==> config.mk <==
export PLATFORM = sky130hd
export DESIGN_NAME = mem_access_stage
export DESIGN_NICKNAME = d
export VERILOG_FILES = /design/src/rtl/mips_pkg.sv /design/src/rtl/mem_wb_reg.sv /design/src/rtl/mem_access_stage.sv
export SDC_FILE = /design/constraint.sdc
export NUM_CORES = 1
export LEC_CHECK = 0
export CAP_MARGIN = 20
export CORE_MARGIN = 5
export CORE_UTILIZATION = 30
export CTS_CLUSTER_DIAMETER = 200
export DETAILED_ROUTE_END_ITERATION = 6
export GPL_TIMING_DRIVEN = 0
export PLACE_DENSITY = 0.68
export SYNTH_ARGS = -nofsm -noshare
export SYNTH_HDL_FRONTEND = slang
export SYNTH_SLANG_ARGS = --single-unit
export TNS_END_PERCENT = 1
==> constraint.sdc <==
create_clock -name clk -period 2.45 [get_ports clk]
set_input_delay 0.6125 -clock clk [delete_from_list [all_inputs] [get_ports clk]]
set_output_delay 0.6125 -clock clk [all_outputs]
set_load 0.01 [all_outputs]
==> src/rtl/mips_pkg.sv <==
// Shared definitions for the five-stage MIPS core: datapath widths and the
// MEM-stage access FSM state encoding.
package mips_pkg;

  localparam int WORD_W     = 32;
  localparam int REG_ADDR_W = 5;

  typedef enum logic [1:0] {
    MS_IDLE = 2'd0,
    MS_WAIT = 2'd1,
    MS_DONE = 2'd2
  } mem_state_e;

endpackage

==> src/rtl/mem_wb_reg.sv <==
// MEM/WB pipeline register. A bubble clears the two control bits and holds
// the data fields; otherwise a load captures every field.
module mem_wb_reg
  import mips_pkg::*;
(
  input  logic                  clk,
  input  logic                  reset,
  input  logic                  load,
  input  logic                  bubble,
  input  logic [WORD_W-1:0]     read_data_in,
  input  logic [WORD_W-1:0]     alu_result_in,
  input  logic [REG_ADDR_W-1:0] write_reg_in,
  input  logic                  mem_to_reg_in,
  input  logic                  reg_write_in,
  output logic [WORD_W-1:0]     read_data_out,
  output logic [WORD_W-1:0]     alu_result_out,
  output logic [REG_ADDR_W-1:0] write_reg_out,
  output logic                  mem_to_reg_out,
  output logic                  reg_write_out
);

  always_ff @(posedge clk) begin
    if (reset) begin
      read_data_out  <= '0;
      alu_result_out <= '0;
      write_reg_out  <= '0;
      mem_to_reg_out <= 1'b0;
      reg_write_out  <= 1'b0;
    end else if (bubble) begin
      mem_to_reg_out <= 1'b0;
      reg_write_out  <= 1'b0;
    end else if (load) begin
      read_data_out  <= read_data_in;
      alu_result_out <= alu_result_in;
      write_reg_out  <= write_reg_in;
      mem_to_reg_out <= mem_to_reg_in;
      reg_write_out  <= reg_write_in;
    end
  end

endmodule

==> src/rtl/mem_access_stage.sv <==
// MEM-stage controller: stalls the pipeline around a data-memory access,
// runs the req/ready handshake, resolves branches and drives MEM/WB.
module mem_access_stage
  import mips_pkg::*;
#(
  parameter int                TIMEOUT  = 16,
  parameter logic [WORD_W-1:0] ERR_DATA = 32'hDEADBEEF
) (
  input  logic                  clk,
  input  logic                  reset,
  input  logic [WORD_W-1:0]     branch_target,
  input  logic                  zero,
  input  logic [WORD_W-1:0]     alu_result,
  input  logic [WORD_W-1:0]     read_data_2,
  input  logic [REG_ADDR_W-1:0] write_reg,
  input  logic                  mem_to_reg,
  input  logic                  reg_write,
  input  logic                  mem_read,
  input  logic                  mem_write,
  input  logic                  branch,
  output logic                  hit,
  output logic                  pc_src,
  output logic [WORD_W-1:0]     branch_target_out,
  output logic                  mem_req,
  output logic                  mem_we,
  output logic [WORD_W-1:0]     mem_addr,
  output logic [WORD_W-1:0]     mem_wdata,
  input  logic                  mem_ready,
  input  logic [WORD_W-1:0]     mem_rdata,
  output logic [WORD_W-1:0]     read_data_out,
  output logic [WORD_W-1:0]     alu_result_out,
  output logic [REG_ADDR_W-1:0] write_reg_out,
  output logic                  mem_to_reg_out,
  output logic                  reg_write_out,
  output logic                  bus_err
);

  localparam int CNT_W = $clog2(TIMEOUT + 1);

  mem_state_e          state_q;
  logic [CNT_W-1:0]    cnt_q;
  logic                err_q;
  logic [WORD_W-1:0]   rdata_q;
  logic                mem_op;
  logic                misaligned;
  logic                start_access;
  logic                timed_out;
  logic [WORD_W-1:0]   wb_read_data;
  logic                wb_reg_write;

  assign mem_op       = mem_read | mem_write;
  assign misaligned   = (alu_result[1:0] != 2'b00);
  assign start_access = (state_q == MS_IDLE) && mem_op && !misaligned;
  assign timed_out    = (cnt_q == CNT_W'(TIMEOUT - 1));

  always_comb begin
    hit = 1'b1;
    case (state_q)
      MS_IDLE: hit = !start_access;
      MS_WAIT: hit = 1'b0;
      MS_DONE: hit = 1'b1;
      default: hit = 1'b1;
    endcase
  end

  assign pc_src            = branch & zero & hit;
  assign branch_target_out = branch_target;

  // A faulted access (misaligned in IDLE, timeout recorded in err_q) must not write the register file.
  always_comb begin
    wb_read_data = '0;
    wb_reg_write = reg_write;
    if (state_q == MS_DONE) begin
      wb_read_data = rdata_q;
      wb_reg_write = reg_write & !err_q;
    end else if (mem_op && misaligned) begin
      wb_reg_write = 1'b0;
    end
  end

  always_ff @(posedge clk) begin
    if (reset) begin
      state_q   <= MS_IDLE;
      cnt_q     <= '0;
      err_q     <= 1'b0;
      rdata_q   <= '0;
      mem_req   <= 1'b0;
      mem_we    <= 1'b0;
      mem_addr  <= '0;
      mem_wdata <= '0;
      bus_err   <= 1'b0;
    end else begin
      case (state_q)
        MS_IDLE: begin
          cnt_q <= '0;
          if (start_access) begin
            state_q   <= MS_WAIT;
            err_q     <= 1'b0;
            mem_req   <= 1'b1;
            mem_we    <= mem_write;
            mem_addr  <= alu_result;
            mem_wdata <= read_data_2;
          end else if (mem_op && misaligned) begin
            bus_err <= 1'b1;
          end
        end
        MS_WAIT: begin
          cnt_q <= cnt_q + 1'b1;
          // A ready arriving on the expiry cycle still completes cleanly.
          if (mem_ready) begin
            rdata_q <= mem_rdata;
            mem_req <= 1'b0;
            state_q <= MS_DONE;
          end else if (timed_out) begin
            rdata_q <= ERR_DATA;
            bus_err <= 1'b1;
            err_q   <= 1'b1;
            mem_req <= 1'b0;
            state_q <= MS_DONE;
          end
        end
        MS_DONE: begin
          cnt_q   <= '0;
          state_q <= MS_IDLE;
        end
        default: state_q <= MS_IDLE;
      endcase
    end
  end

  mem_wb_reg u_mem_wb_reg (
    .clk            (clk),
    .reset          (reset),
    .load           (hit),
    .bubble         (!hit),
    .read_data_in   (wb_read_data),
    .alu_result_in  (alu_result),
    .write_reg_in   (write_reg),
    .mem_to_reg_in  (mem_to_reg),
    .reg_write_in   (wb_reg_write),
    .read_data_out  (read_data_out),
    .alu_result_out (alu_result_out),
    .write_reg_out  (write_reg_out),
    .mem_to_reg_out (mem_to_reg_out),
    .reg_write_out  (reg_write_out)
  );

endmodule

==> flow_summary_export.csv, run 1 <==
group,metric,value,unit
global_routing,busiest_layer,"met2",
finish,final_cell_mix,"275 x clkdlybuf4s50_1, 178 x dfxtp_1, 134 x nand3_1",
clock_network,cts_buffer_depth,2,
clock_network,numCtsBuffers,17,
timing,worst_pin_slew,1.06,ns
clock_network,cts_tree,"built",
timing,maxSlewViolCount,0,
finish,final_common_cell,"clkdlybuf4s50_1",
power,p_int,0.00501,W
routing,postRouteAntennaNets,0,
routing,drtIter0Drc,684,
timing,fmax,405,MHz
global_routing,track_usage,0.201,
timing,relSlewSlack,0.285,
global_routing,grt_pass1_wl,49.9,mm
floorplan,core-area,27800,µm²
worst_hold_path,hold_class,"reg -> reg",
timing,setup_ws,-0.0182,ns
floorplan,dieArea,31600,µm²
routing,viasPerCell,5.22,
placement,dp_hpwl,24.0,mm
synth,netlist_area,8450,µm²
global_routing,grt_pass1_vias,8725,
power,p_per_area,574,nW/µm²
clock_network,clk_pin_slew_worst_paths,0.07,ns
synth,ys_ff_latch,178,
placement,place_congestion,0.843,
power,power.total,0.00711,W
finish,syn2layout_area_growth,46.6,%
timing,rsz0062_at_grt,"true",
synth,syn_avg_cell_area,8.36,µm²
setup_path,crit_start,"alu_result[0]",
finish,drive_above_1_share,0.112,
setup_path,end_kind,"output pin",
power,power.share.clock,0.391,
routing,firstDrtPassIters,5,
synth,synthArstFlopShare,0,
global_routing,grt_overflow_total,0,
global_routing,grt_antenna_before_repair,3,
floorplan,io_pins,314,
setup_path,reg2reg_from,"cnt_q[0]$_SDFFE_PP0P_",
global_routing,grt_start_max_net_pins,20,
synth,ys_seq_area_frac,0.422,
setup_path,cp_data_arrival_time,1.86,ns
synth,synth_edf_count,0,
synth,synth_cells,1010,
routing,vias,8899,
timing,fin_crit,2.47,ns
clock_network,numClockSinks,178,
placement,port_buffers,281,
worst_hold_path,hp-start,"rdata_q[22]$_SDFFE_PP0P_",
global_routing,use_met1,0.257,
setup_path,rr_worst_depth,8,
synth,synth_nets,1154,
floorplan,start_util,0.304,
outcome,violations,"negative setup slack",
timing,hold_violations,0,
setup_path,path_class,"in -> out",
floorplan,dieHeight,178,µm
routing,wl_per_cell,19.3,µm
clock_network,cts_hold_buf,0,
timing,fin_crit_sh,1.01,
synth,synth_cell_types,41,
timing,whs,0.456,ns
setup_path,worst_ep_required_time,1.84,ns
power,vdd_drop_max,335,µV
power,power.share.combinational,0.175,
clock_network,h-tree-depth,4,
floorplan,placementRows,61,
power,swShare,0.296,
finish,diodes,0,
timing,finalClockSkew,0.0124,ns
setup_path,cp-start-kind,"input port",
power,switchingPower,0.00210,W
power,leakagePower,4.36,nW
synth,synth-main-ff-cell,"dfxtp_1",
clock_network,insertion_delay,0.44,ns
job,drv_cap,0,
power,seq_power_share,0.434,
routing,wirelength,32.9,mm
finish,final_nets,1459,
synth,yosys_warnings,0,
outcome,outcome,"complete, but fails checks",
clock_network,clockRootBuffer,"clkbuf_16",
floorplan,die-width,178,µm
routing,drc_errors,0,
setup_path,crit_path_max_fanout,5,
worst_hold_path,whs_path_depth,2,
global_routing,use_met2,0.329,
global_routing,gr-usage-met3,0.0637,
timing,setup-violations-final,1,
-- final cells by class --
cell class                 instances  area (µm²)
buffer                           145         835
clock buffer                      17         425
clock inverter                    15         160
fill                            2785       15400
inverter                          37         139
multi-input combinational        648        3940
sequential                       178        3560
tap                              378         473
timing repair buffer             288        2850
-- flip-flops by register name, summed over array words and instances (netlist names) --
register and flops:
rdata_q 32, state_q 2, mem_we 1, mem_wdata 32, u_mem_wb_reg.alu_result_out 32, err_q 1
bus_err 1, u_mem_wb_reg.reg_write_out 1, mem_req 1, cnt_q 5, mem_addr 32, u_mem_wb_reg.write_reg_out 5
u_mem_wb_reg.mem_to_reg_out 1, u_mem_wb_reg.read_data_out 32
-- Yosys cell counts, drive strengths merged (4+ instances only) --
library cell | n | area (µm²)
inv | 36 | 135
buf | 80 | 566
o41ai | 34 | 433
nor3b | 72 | 546
dfxtp | 178 | 3560
nor4bb | 35 | 350
o21ai | 107 | 536
nand3 | 134 | 671
a31oi | 36 | 225
nor2 | 33 | 126
a21oi | 99 | 499
nand2 | 44 | 165
nor3 | 25 | 125
clkbuf | 67 | 251
or2 | 4 | 25.0
-- metal layers --
metal | part of all wire | wire, µm
met4 | 0.017 | 543
met3 | 0.092 | 3040
met1 | 0.41 | 13600
met5 | 0.0011 | 37
met2 | 0.48 | 15700
-- path summary, 6_finish.rpt --
kind                                                      end  slack [ns]
setup / recovery                                          hit       -0.02
hold / removal    u_mem_wb_reg.read_data_out[22]$_SDFFE_PP0P_        0.46
setup reg to reg                     rdata_q[21]$_SDFFE_PP0P_        0.33
hold reg to reg   u_mem_wb_reg.read_data_out[22]$_SDFFE_PP0P_        0.46
-- through the flow --
step                setup slack, ns  utilization  setup TNS [ns]  cells  area [µm²]
floorplan                     0.137            -               0   1010        8450
CTS                         -0.0296        0.446         -0.0296   1706       12400
detailed placement            -1.13        0.422          -51.58   1669       11700
global placement              -1.10        0.422          -56.87   1669       11700
finish                      -0.0182        0.446         -0.0182   1706       12400
global route                -0.0607        0.446          -0.159   1706       12400
-- critical path, cell delays in order --
cell           delay, ns
dlygate4sd2_1       0.32
nor2_4              0.15
a21oi_4             0.07
buf_6               0.14
buf_4               0.13
or2_2               0.28
buf_2               0.15
-- repair_timing --
item | 4_1_cts | 5_1_grt
endpoints found under the setup margin | 17 | 19
buffers inserted | 7 | 0
pin swaps | 3 | 0
hold endpoints to repair | 0 | 0
resized for setup | 24 | 4
-- power groups by stage --
stage,registers [W],clock network [W],logic (W)
6_report,0.00309,0.00278,0.00124
3_3_place_gp,0.00315,0,0.00121
4_1_cts,0.00309,0.00284,0.00124
5_1_grt,0.00310,0.00297,0.00134
2_1_floorplan,0.00318,0,0.000516
3_5_place_dp,0.00315,0,0.00122
-- logic make-up (layout without fill, tap and decap cells) --
| family | count (synthesis) | after routing | synth area share |
|---|---|---|---|
| XOR/XNOR | 3 | 3 | 0.00311 |
| adder cells (fa/ha/maj) | 2 | 2 | 0.00296 |
| multiplexers | 1 | 1 | 0.00119 |
| buffers and inverters | 184 | 502 | 0.113 |
| flip-flops | 178 | 178 | 0.422 |
| AO/OA/AOI/OAI | 281 | 281 | 0.206 |
| AND/OR/NAND/NOR | 361 | 361 | 0.251 |
Power figures use the tool's default switching activity.
==> run 2: changes to the inputs <==
CELL_PAD_IN_SITES_DETAIL_PLACEMENT = 1   (was unset)
CELL_PAD_IN_SITES_GLOBAL_PLACEMENT = 1   (was unset)
PLACE_DENSITY = 0.86   (was 0.68)
SKIP_LAST_GASP = 1   (was unset)
==> run 2 against run 1 <==
Effect of this change:
- the run still ends with negative setup slack left
- clock power is essentially flat
- count of clock-buffer cells in the layout is the same
- first-iteration DRC count shrank 16%
- global-route usage grew 2.0 points
- non-clock buffer count shrank 1
- die area is the same
==> flow_summary_export.csv, run 2 (same netlist as run 1, synthesis figures left out) <==
group,metric,value,unit
timing,relSlewSlack,0.294,
setup_path,r2r_slack,0.22,ns
power,leakagePower,4.36,nW
timing,fmax,385,MHz
global_routing,grt_overflow_total,0,
routing,vias,9115,
timing,setup-violations-final,22,
timing,fin_crit,2.60,ns
power,switchingPower,0.00215,W
worst_hold_path,hold_class,"reg -> reg",
finish,drive_above_1_share,0.115,
routing,wl_per_cell,21.3,µm
setup_path,cp_data_arrival_time,1.99,ns
routing,drc_errors,0,
setup_path,reg2reg_from,"cnt_q[0]$_SDFFE_PP0P_",
floorplan,dieHeight,178,µm
power,p_int,0.00501,W
placement,dp_hpwl,26.7,mm
timing,setup_ws,-0.148,ns
finish,final_core_util,0.446,
routing,viasPerCell,5.35,
finish,instances_no_fill,1705,
setup_path,end_kind,"output pin",
power,power.share.combinational,0.177,
setup_path,rr_endpoint,"rdata_q[21]$_SDFFE_PP0P_",
clock_network,clockRootBuffer,"clkbuf_16",
worst_hold_path,hp-start,"rdata_q[22]$_SDFFE_PP0P_",
power,vdd_drop_max,386,µV
floorplan,core-area,27800,µm²
power,swShare,0.300,
clock_network,cts_buffer_depth,2,
clock_network,clk_pin_slew_worst_paths,0.08,ns
global_routing,grt_pass1_wl,54.7,mm
setup_path,cp-start-kind,"input port",
clock_network,h-tree-depth,4,
timing,whs,0.459,ns
placement,dp_cells,1669,
job,drv_cap,0,
routing,postRouteAntennaNets,0,
setup_path,rr_worst_depth,8,
global_routing,grt_start_max_net_pins,20,
floorplan,die-width,178,µm
global_routing,track_usage,0.221,
floorplan,placementRows,61,
finish,diodes,0,
routing,drtIter0Drc,576,
timing,rsz0062_at_grt,"true",
finish,final_common_cell,"clkdlybuf4s50_1",
timing,finalClockSkew,0.0118,ns
finish,final_cell_mix,"275 x clkdlybuf4s50_1, 177 x dfxtp_1, 134 x nand3_1",
routing,firstDrtPassIters,5,
clock_network,cts_tree,"built",
outcome,outcome,"complete, but fails checks",
floorplan,io_pins,314,
clock_network,insertion_delay,0.45,ns
clock_network,numCtsBuffers,17,
power,p_per_area,577,nW/µm²
timing,fin_tns_setup,-0.836,ns
outcome,violations,"negative setup slack",
global_routing,grt_pass1_vias,9671,
worst_hold_path,min_to,"u_mem_wb_reg.read_data_out[22]$_SDFFE_PP0P_",
finish,syn2layout_area_growth,46.8,%
timing,fin_crit_sh,1.06,
worst_hold_path,whs_path_depth,2,
timing,maxSlewViolCount,0,
floorplan,start_util,0.304,
placement,place_congestion,0.843,
power,power.share.clock,0.391,
floorplan,dieArea,31600,µm²
power,seq_power_share,0.432,
global_routing,grt_antenna_before_repair,1,
finish,final_nets,1458,
clock_network,cts_hold_buf,0,
power,power.total,0.00716,W
routing,wirelength,36.3,mm
setup_path,path_class,"in -> out",
timing,worst_pin_slew,1.05,ns
clock_network,numClockSinks,178,
setup_path,crit_path_max_fanout,4,
placement,port_buffers,281,
setup_path,worst_ep_required_time,1.84,ns
timing,hold_violations,0,
run 2: routing by layer:
layer | global-route usage | share of wire
met1 | 0.270 | 0.42
met2 | 0.377 | 0.48
met3 | 0.0611 | 0.074
met4 | 0.0703 | 0.024
met5 | 0 | 0.00050
run 2: final cells by class:
class                      count  area, µm²
tap                          378        473
buffer                       145        838
multi-input combinational    648       3940
clock buffer                  17        425
sequential                   178       3560
clock inverter                15        165
fill                        3287      15400
inverter                      37        139
timing repair buffer         287       2850
run 2: what timing repair did:
item                                    4_1_cts  5_1_grt
setup buffers                                 5        1
gates resized for setup                      25       11
hold endpoints to repair                      0        0
pin swaps                                     2        1
cloned                                        0        0
endpoints found under the setup margin       91      117
run 2: power groups by stage:
stage,logic (W),clock network (W),registers [W]
after floorplan,0.000516,0,0.00318
after global placement,0.00122,0,0.00315
after detailed placement,0.00124,0,0.00316
after CTS,0.00127,0.00285,0.00309
after global routing,0.00135,0.00297,0.00310
final,0.00126,0.00280,0.00309
run 2: stage by stage:
stage / setup WS, ns / instance area [µm²]
after floorplan: 0.137 / 8450
after global placement: -1.12 / 11700
after detailed placement: -1.14 / 11700
after CTS: -0.166 / 12400
after global routing: -0.198 / 12400
final: -0.148 / 12400
run 2: worst max path at each step:
stage | start | end | slack [ns] | cells past startpoint
global placement | mem_read | pc_src | -1.12 | 8
floorplan | mem_write | pc_src | 0.14 | 6
CTS | mem_read | pc_src | -0.17 | 7
detailed placement | mem_write | pc_src | -1.14 | 8
global route | mem_read | hit | -0.20 | 7
finish | mem_read | hit | -0.15 | 7
run 2: worst max-delay path, cell delays in order:
cell,delay [ns]
dlygate4sd2_1,0.26
or2_4,0.19
a21oi_4,0.07
buf_6,0.14
buf_4,0.15
or2_2,0.27
dlygate4sd2_1,0.29
==> run 3: changes to the inputs <==
CELL_PAD_IN_SITES_DETAIL_PLACEMENT = 2   (was 1)
CELL_PAD_IN_SITES_GLOBAL_PLACEMENT = 2   (was 1)
CORE_UTILIZATION = 25   (was 30)
PLACE_DENSITY = 0.9   (was 0.86)
==> run 3 against run 2 <==
Effect of this change:
- the run still ends with negative setup slack left
- count of clock-buffer cells in the layout did not move
- via count rose by 0.64%
- first-iteration DRC count fell by 41%
- highest routed layer unchanged
- largest cell class unchanged
- die area rose by 19%
- clock power barely moved
==> flow_summary_export.csv, run 3 (same netlist as run 1, synthesis figures left out) <==
group,metric,value,unit
floorplan,core-area,33400,µm²
worst_hold_path,hold_class,"reg -> reg",
timing,setup_ws,-0.0732,ns
timing,fin_crit_sh,1.03,
setup_path,critical-path-slowest-cell,"dlygate4sd2_1",
setup_path,cp_cell_sequence,"dlygate4sd2_1 > nor2_4 > a21oi_4 > buf_6 > buf_4 > or2_2 > buf_2",
setup_path,critPathMaxStageDelay,0.33,ns
routing,wirelength,40.9,mm
timing,hold_violations,0,
finish,final_cell_mix,"275 x clkdlybuf4s50_1, 177 x dfxtp_1, 134 x nand3_1",
clock_network,cts_buffer_depth,2,
setup_path,end_kind,"output pin",
clock_network,clockRootBuffer,"clkbuf_16",
global_routing,grt_antenna_before_repair,3,
routing,vias,9173,
job,drv_cap,0,
clock_network,h-tree-depth,4,
placement,dp_hpwl,30.5,mm
routing,firstDrtPassIters,4,
floorplan,io_pins,314,
setup_path,cp_data_arrival_time,1.91,ns
placement,placed_area,11800,µm²
outcome,outcome,"complete, but fails checks",
floorplan,die-width,194,µm
setup_path,worst_ep_required_time,1.84,ns
floorplan,dieHeight,194,µm
routing,postRouteAntennaNets,0,
timing,fin_crit,2.52,ns
power,leakagePower,4.36,nW
finish,final_nets,1459,
timing,relSlewSlack,0.251,
power,vdd_drop_max,497,µV
routing,drtIter0Drc,339,
finish,final_common_cell,"clkdlybuf4s50_1",
power,p_per_area,578,nW/µm²
global_routing,grt_pass1_vias,10300,
setup_path,path_class,"in -> out",
setup_path,crit_path_max_fanout,5,
clock_network,numCtsBuffers,17,
global_routing,track_usage,0.209,
global_routing,grt_pass1_wl,62.8,mm
clock_network,cts_tree,"built",
placement,port_buffers,281,
timing,fin_tns_setup,-0.170,ns
global_routing,grt_overflow_total,0,
finish,fillCellCount,3668,
floorplan,dieArea,37600,µm²
routing,wl_per_cell,23.1,µm
timing,finalClockSkew,0.0105,ns
clock_network,cts_hold_buf,0,
global_routing,grt_start_max_net_pins,20,
clock_network,insertion_delay,0.45,ns
clock_network,clk_pin_slew_worst_paths,0.09,ns
finish,diodes,0,
setup_path,cp-start-kind,"input port",
routing,viasPerCell,5.16,
floorplan,placementRows,67,
timing,whs,0.466,ns
outcome,violations,"negative setup slack",
timing,worst_pin_slew,1.12,ns
finish,syn2layout_area_growth,47.9,%
routing,drc_errors,0,
timing,setup-violations-final,5,
finish,drive_above_1_share,0.117,
setup_path,cp.buffers_inverters,4,
setup_path,crit_family,"buffers and inverters",
placement,place_congestion,0.797,
timing,maxSlewViolCount,0,
floorplan,start_util,0.253,
timing,rsz0062_at_grt,"true",
finish,fin_area,12500,µm²
timing,fmax,396,MHz
clock_network,numClockSinks,178,
[run 3: area by class of cell]
type	count	area (µm²)	area share
Inverter	37	139	0.0111
Multi-Input combinational cell	648	3950	0.316
Clock inverter	15	165	0.0132
Clock buffer	17	425	0.0341
Timing Repair Buffer	288	2850	0.228
Sequential cell	178	3560	0.285
Buffer	145	845	0.0676
Tap cell	448	561	0.0449
[run 3: worst reg2reg max path, cell delays in order (launching register included)]
cell      delay, ns
dfxtp_1        0.38
ha_1           0.18
and3_1         0.16
ha_1           0.24
or2_2          0.14
clkbuf_1       0.24
clkbuf_1       0.44
a21oi_1        0.16
nor3_1         0.23
[run 3: path summary, 6_finish.rpt]
check	slack (ns)	startpoint	end	cells past startpoint
hold / removal	0.47	rdata_q[16]$_SDFFE_PP0P_	u_mem_wb_reg.read_data_out[16]$_SDFFE_PP0P_	2
setup / recovery	-0.07	alu_result[0]	hit	7
setup reg to reg	0.20	cnt_q[0]$_SDFFE_PP0P_	rdata_q[21]$_SDFFE_PP0P_	8
hold reg to reg	0.47	rdata_q[16]$_SDFFE_PP0P_	u_mem_wb_reg.read_data_out[16]$_SDFFE_PP0P_	2
[run 3: routing by layer]
| layer | part of all wire | GRT usage | wire length [µm] | up-vias |
|---|---|---|---|---|
| met2 | 0.49 | 0.365 | 20000 | 293 |
| met3 | 0.062 | 0.0582 | 2520 | 52 |
| met5 | 0.00076 | 0 | 31 | - |
| li1 | - | - | - | 4213 |
| met1 | 0.43 | 0.256 | 17500 | 4609 |
| met4 | 0.022 | 0.0542 | 915 | 6 |
[run 3: power by group]
group	internal, W	total [W]	switching, W
sequential	0.00301	0.00310	0.0000827
clock	0.00138	0.00283	0.00146
combinational	0.000624	0.00129	0.000670
[run 3: per-stage QoR]
| stage | std cells | power (W) | setup WS, ns | utilization |
|---|---|---|---|---|
| CTS | 1776 | 0.00730 | -0.170 | 0.373 |
| global placement | 1739 | 0.00439 | -1.17 | 0.353 |
| floorplan | 1010 | 0.00370 | 0.137 | - |
| finish | 1776 | 0.00722 | -0.0732 | 0.373 |
| global route | 1776 | 0.00750 | -0.0859 | 0.373 |
| detailed placement | 1739 | 0.00443 | -1.17 | 0.353 |
[run 3: what timing repair did]
action,in CTS,in global routing
setup endpoints to repair,95,104
pin swaps,3,2
setup buffers,6,1
gates resized for setup,26,19
